## config.mk

```make
export PLATFORM = sky130hd
export DESIGN_NAME = dac_spi_driver
export DESIGN_NICKNAME = d
export VERILOG_FILES = /design/src/rtl/dac_spi_driver.sv
export SDC_FILE = /design/constraint.sdc
export NUM_CORES = 1
export LEC_CHECK = 0
export CAP_MARGIN = 20
export CORE_MARGIN = 1
export CORE_UTILIZATION = 55
export CTS_CLUSTER_SIZE = 25
export DETAILED_ROUTE_END_ITERATION = 7
export GPL_TIMING_DRIVEN = 0
export HOLD_SLACK_MARGIN = 0.1
export PLACE_DENSITY = 0.81
export SYNTH_ARGS = -nofsm -noshare
export SYNTH_HDL_FRONTEND = slang
export SYNTH_SLANG_ARGS = --single-unit
```

## constraint.sdc

```tcl
create_clock -name clk -period 4.8 [get_ports clk]
set_input_delay 0.96 -clock clk [delete_from_list [all_inputs] [get_ports clk]]
set_output_delay 0.96 -clock clk [all_outputs]
set_load 0.01 [all_outputs]
```

## src/rtl/dac_spi_driver.sv

```systemverilog
// rtl/dac_spi_driver.sv - 16-bit SPI frame serializer for a 12-bit DAC
//
// Accepts one 12-bit sample per valid/ready handshake and shifts it out as
// {4'b0000, sample}, MSB first. The DAC latches sdata on each falling sclk.
//
// Parameters:
//   CLK_DIV   clk cycles per sclk half-period (>=1)
//   GAP_HALF  sclk half-periods that sync_n stays high between frames (>=1)
// Ports:
//   clk, rst          system clock, synchronous active-high reset
//   sample[11:0]      DAC code from the ROM stage
//   sample_valid      sample is valid
//   sample_ready      registered; accept happens on valid && ready
//   sync_n            DAC frame sync, active-low
//   sclk              serial clock, idles high
//   sdata             serial data, MSB first
//   busy              high whenever the driver is not idle
//   frame_done        one-cycle pulse after a complete 16-bit frame
module dac_spi_driver #(
   parameter int CLK_DIV  = 2,
   parameter int GAP_HALF = 2
) (
   input  logic        clk,
   input  logic        rst,
   input  logic [11:0] sample,
   input  logic        sample_valid,
   output logic        sample_ready,
   output logic        sync_n,
   output logic        sclk,
   output logic        sdata,
   output logic        busy,
   output logic        frame_done
);

   localparam int DW      = $clog2(CLK_DIV) + 1;
   localparam int GAP_LEN = GAP_HALF * CLK_DIV;
   localparam int GW      = $clog2(GAP_LEN) + 1;

   typedef enum logic [1:0] {IDLE, SHIFT, GAP} state_t;

   state_t        state_q, state_d;
   logic [15:0]   shreg_q, shreg_d;
   logic [DW-1:0] div_q, div_d;
   logic [3:0]    bit_q, bit_d;
   logic [GW-1:0] gap_q, gap_d;
   logic          sync_q, sync_d;
   logic          sclk_q, sclk_d;
   logic          ready_q, ready_d;
   logic          busy_q, busy_d;
   logic          done_q, done_d;

   // sdata comes straight from the shift register MSB, so it is registered
   // and changes only when the register shifts or is cleared.
   assign sdata        = shreg_q[15];
   assign sync_n       = sync_q;
   assign sclk         = sclk_q;
   assign sample_ready = ready_q;
   assign busy         = busy_q;
   assign frame_done   = done_q;

   always_ff @(posedge clk) begin
      if (rst) begin
         state_q <= IDLE;
         shreg_q <= '0;
         div_q   <= '0;
         bit_q   <= '0;
         gap_q   <= '0;
         sync_q  <= 1'b1;
         sclk_q  <= 1'b1;
         ready_q <= 1'b0;
         busy_q  <= 1'b0;
         done_q  <= 1'b0;
      end else begin
         state_q <= state_d;
         shreg_q <= shreg_d;
         div_q   <= div_d;
         bit_q   <= bit_d;
         gap_q   <= gap_d;
         sync_q  <= sync_d;
         sclk_q  <= sclk_d;
         ready_q <= ready_d;
         busy_q  <= busy_d;
         done_q  <= done_d;
      end
   end

   always_comb begin
      state_d = state_q;
      shreg_d = shreg_q;
      div_d   = div_q;
      bit_d   = bit_q;
      gap_d   = gap_q;
      sync_d  = sync_q;
      sclk_d  = sclk_q;
      ready_d = ready_q;
      done_d  = 1'b0;

      case (state_q)
         IDLE: begin
            sync_d  = 1'b1;
            sclk_d  = 1'b1;
            shreg_d = '0;
            ready_d = 1'b1;
            if (sample_valid && ready_q) begin
               state_d = SHIFT;
               shreg_d = {4'b0000, sample};
               sync_d  = 1'b0;
               div_d   = '0;
               bit_d   = '0;
               ready_d = 1'b0;
            end
         end

         SHIFT: begin
            if (div_q == DW'(CLK_DIV - 1)) begin
               div_d  = '0;
               sclk_d = ~sclk_q;
               // A rising sclk (current level low) ends the current bit;
               // the falling edge is the DAC's sample point and leaves data alone.
               if (!sclk_q) begin
                  if (bit_q == 4'd15) begin
                     state_d = GAP;
                     sync_d  = 1'b1;
                     shreg_d = '0;
                     done_d  = 1'b1;
                     gap_d   = '0;
                  end else begin
                     bit_d   = bit_q + 4'd1;
                     shreg_d = {shreg_q[14:0], 1'b0};
                  end
               end
            end else begin
               div_d = div_q + DW'(1);
            end
         end

         GAP: begin
            sclk_d = 1'b1;
            if (gap_q == GW'(GAP_LEN - 1)) begin
               state_d = IDLE;
               ready_d = 1'b1;
            end else begin
               gap_d = gap_q + GW'(1);
            end
         end

         default: begin
            state_d = IDLE;
            sync_d  = 1'b1;
            sclk_d  = 1'b1;
            shreg_d = '0;
            ready_d = 1'b0;
         end
      endcase

      busy_d = (state_d != IDLE);
   end

endmodule

```

==> out/metrics.csv <==
stage,metric,value,unit
synth,ys_warn_count,0,
global_routing,grtUsageTotal,0.2393,
critical_path,cp_max_fo,10,
cells_and_area,stdcell_count,199,
routing,antenna_left,0,
cells_and_area,final_nets,189,
job,maxCapViolations,0,
floorplanning,start_util,0.6046,
cells_and_area,final_area,1689,µm²
critical_path,r2r-start,state_q[0],
global_routing,antenna_found_initial,0,
synth,synth_area_leader_cell,dfxtp_1,
synth,yosysTopAreaCellShare,0.4613,
power_and_ir_drop,ir_drop,0.2181,mV
sta,final_max_slew_viol_count,0,
routing,wl_per_cell,13.95,µm
synth,netlist_area,1389,µm²
routing,post_drt_via_cell_ratio,5.844,
synth,synthFlopType,dfxtp_1,
power_and_ir_drop,powerDensity,298.6,nW/µm²
hold_path,holdPathStages,1,
synth,ys_types,38,
synth,synthTopCellsByArea,"dfxtp_1 46%, o2bb2ai_1 6.9%, a22oi_1 5.9%, a21oi_1 4.0%, nor2_1 3.0%",
sta,post-route-min-period,2780,ps
critical_path,endpoint_kind,register,
sta,finClkSkew,3.594,ps
synth,synth_nets,162,
sta,fin_tns_setup,0,ps
power_and_ir_drop,finalPower,0.5043,mW
sta,postLayoutSetupSlackWorst,2020,ps
placed_design,placed_area,1624,µm²
cts,postCtsSetupBuffers,0,
synth,synth_most_common_cell,dfxtp_1,
cells_and_area,fillers,189,
hold_path,worstHoldStart,shreg_q[5],
sta,slew_headroom,0.6657,
critical_path,crit_type,primary input to register,
floorplanning,die_area,2730,µm²
cells_and_area,utilization,0.7353,
synth,synth_cells,144,
cts,cts_inserted_buffers,5,
placed_design,hpwlAfterDp,2000,µm
routing,drtPass1Iterations,4,
cells_and_area,drive_gt1_frac,0.09942,
cts,clk_latency,330,ps
global_routing,grt_pass1_wl,4636,µm
cts,clockBufferDepth,2,
critical_path,max_stage_delay,450,ps
critical_path,reg2reg_depth,6,
critical_path,cp.arrival,3040,ps
cts,clock_sink_count,32,
hold_path,hold-path-endpoint,shreg_q[5],
synth,avgSynthCellArea,9.645,µm²
routing,vias,1163,
routing,postRouteWirelength,2777,µm
synth,synth_seq_area_share,0.4613,
critical_path,cp_top_family,buffers and inverters,
placed_design,dp_cells,192,
sta,holdWs,472.2,ps
global_routing,grt_max_degree,11,
hold_path,hp-class,register to register,
critical_path,r2r_end,shreg_q[11],
sta,fin_crit_sh,0.5791,
power_and_ir_drop,p_leak,0.5789,nW
cts,htree_num_levels,2,
synth,synth_edf_count,0,
placed_design,portBuffers,20,
global_routing,grt_pass1_vias,1073,
sta,tightest_slew,501.5,ps
cells_and_area,antenna_cells,0,
outcome,status,completed,
cts,postCtsResizedCells,0,
critical_path,path_cells,clkdlybuf4s50_1 > nor4bb_1 > clkbuf_1 > clkbuf_1 > a22oi_1 > o2bb2ai_1,
cts,cts_tree,done,
cts,clkTransAtPathRegs,90,ps
cts,cts_root_buf,clkbuf_4,
synth,async_flop_share,0,
critical_path,slowest_stage,clkdlybuf4s50_1,
synth,synth_seq_cells,32,
cells_and_area,area_delta_synth_final,21.62,%
floorplanning,die_w,52.25,µm
routing,drt_iter0_markers,20,
sta,max_freq,359.7,MHz
critical_path,critPathRequiredTime,5060,ps
sta,setup_viol,0,
floorplanning,dieHeight,52.25,µm
placed_design,gp_congestion,0.8301,
cts,cts_hold_buf,0,
floorplanning,core_region_area,2297,µm²
critical_path,startpoint_type,primary input,
floorplanning,rows,17,
routing,route.detailed.drc,0,
synth,synth_common_cells,"32 x dfxtp_1, 11 x a21oi_1, 11 x a22oi_1, 11 x nor2_1, 11 x o2bb2ai_1",
sta,hold_viol,0,
global_routing,grt-ovfl-total,0,
placed_design,preCtsSetupSlack,1705,ps
critical_path,r2r_slack,2490,ps
critical_path,path_buf_inv,3,
sta,rsz0062_at_grt,false,
critical_path,crit_top_cell,clkbuf_1,
floorplanning,io-pin-count,21,
how the worst max path moves through the flow:
stage / cells past startpoint / endpoint / slack [ps] / from
after floorplan: 6 / div_q[0] / 2610 / sample_valid
after global placement: 7 / div_q[0] / 1820 / sample_valid
after detailed placement: 6 / shreg_q[11] / 1710 / sample_valid
after CTS: 6 / shreg_q[11] / 2050 / sample_valid
after global routing: 7 / div_q[0] / 1860 / sample_valid
final: 6 / shreg_q[11] / 2020 / sample_valid
state kept, by name, summed over array words and instances, names as in the netlist:
signal,cells
frame_done,1
state_q,2
busy,1
sclk,1
sample_ready,1
shreg_q,16
div_q,2
gap_q,3
sync_n,1
bit_q,4
power breakdown:
group	leakage, nW	internal [mW]	switching [mW]	total, mW
logic	0.282	0.0267	0.0280	0.0547
clock network	0.0374	0.0830	0.0899	0.173
registers	0.259	0.272	0.00433	0.277
total	0.579	0.382	0.122	0.504
cell families (layout without fill, tap and decap cells):
family / Yosys count / in the layout / synth area share
flip-flops: 32 / 32 / 0.4613
AND/OR/NAND/NOR: 42 / 42 / 0.1802
XOR/XNOR: 1 / 1 / 0.006307
adder cells (fa/ha/maj): 3 / 3 / 0.02703
AO/OA/AOI/OAI: 49 / 49 / 0.2504
buffers and inverters: 17 / 44 / 0.07478
routing by layer:
| layer | GRT usage | part of all wire |
|---|---|---|
| met5 | 0 | 0 |
| met4 | 0.09211 | 0.0090 |
| met3 | 0.08696 | 0.047 |
| met2 | 0.4017 | 0.48 |
| met1 | 0.2759 | 0.46 |
layout by cell type (no fill, tap or decap), types with 3 or more instances in the layout:
master | Yosys | routed
a21oi_1 | 11 | 11
a22oi_1 | 11 | 11
clkbuf_1 | 8 | 8
clkbuf_4 | 1 | 6
clkdlybuf4s50_1 | 0 | 20
dfxtp_1 | 32 | 32
ha_1 | 3 | 3
inv_1 | 6 | 6
nand2_1 | 5 | 5
nand2b_1 | 5 | 5
nand3_1 | 3 | 3
nor2_1 | 11 | 11
nor3_1 | 3 | 3
o21ai_0 | 3 | 3
o2bb2ai_1 | 11 | 11
area by class of cell:
type	instances	area, µm²	share of cell area
inverter	6	22.52	0.01333
timing repair buffer	20	200.2	0.1185
tap	28	35.03	0.02074
buffer	11	81.33	0.04815
multi-input combinational	95	644.4	0.3815
clock buffer	7	65.06	0.03852
sequential	32	640.6	0.3793
Note: power is estimated with default switching activity, not from simulation.
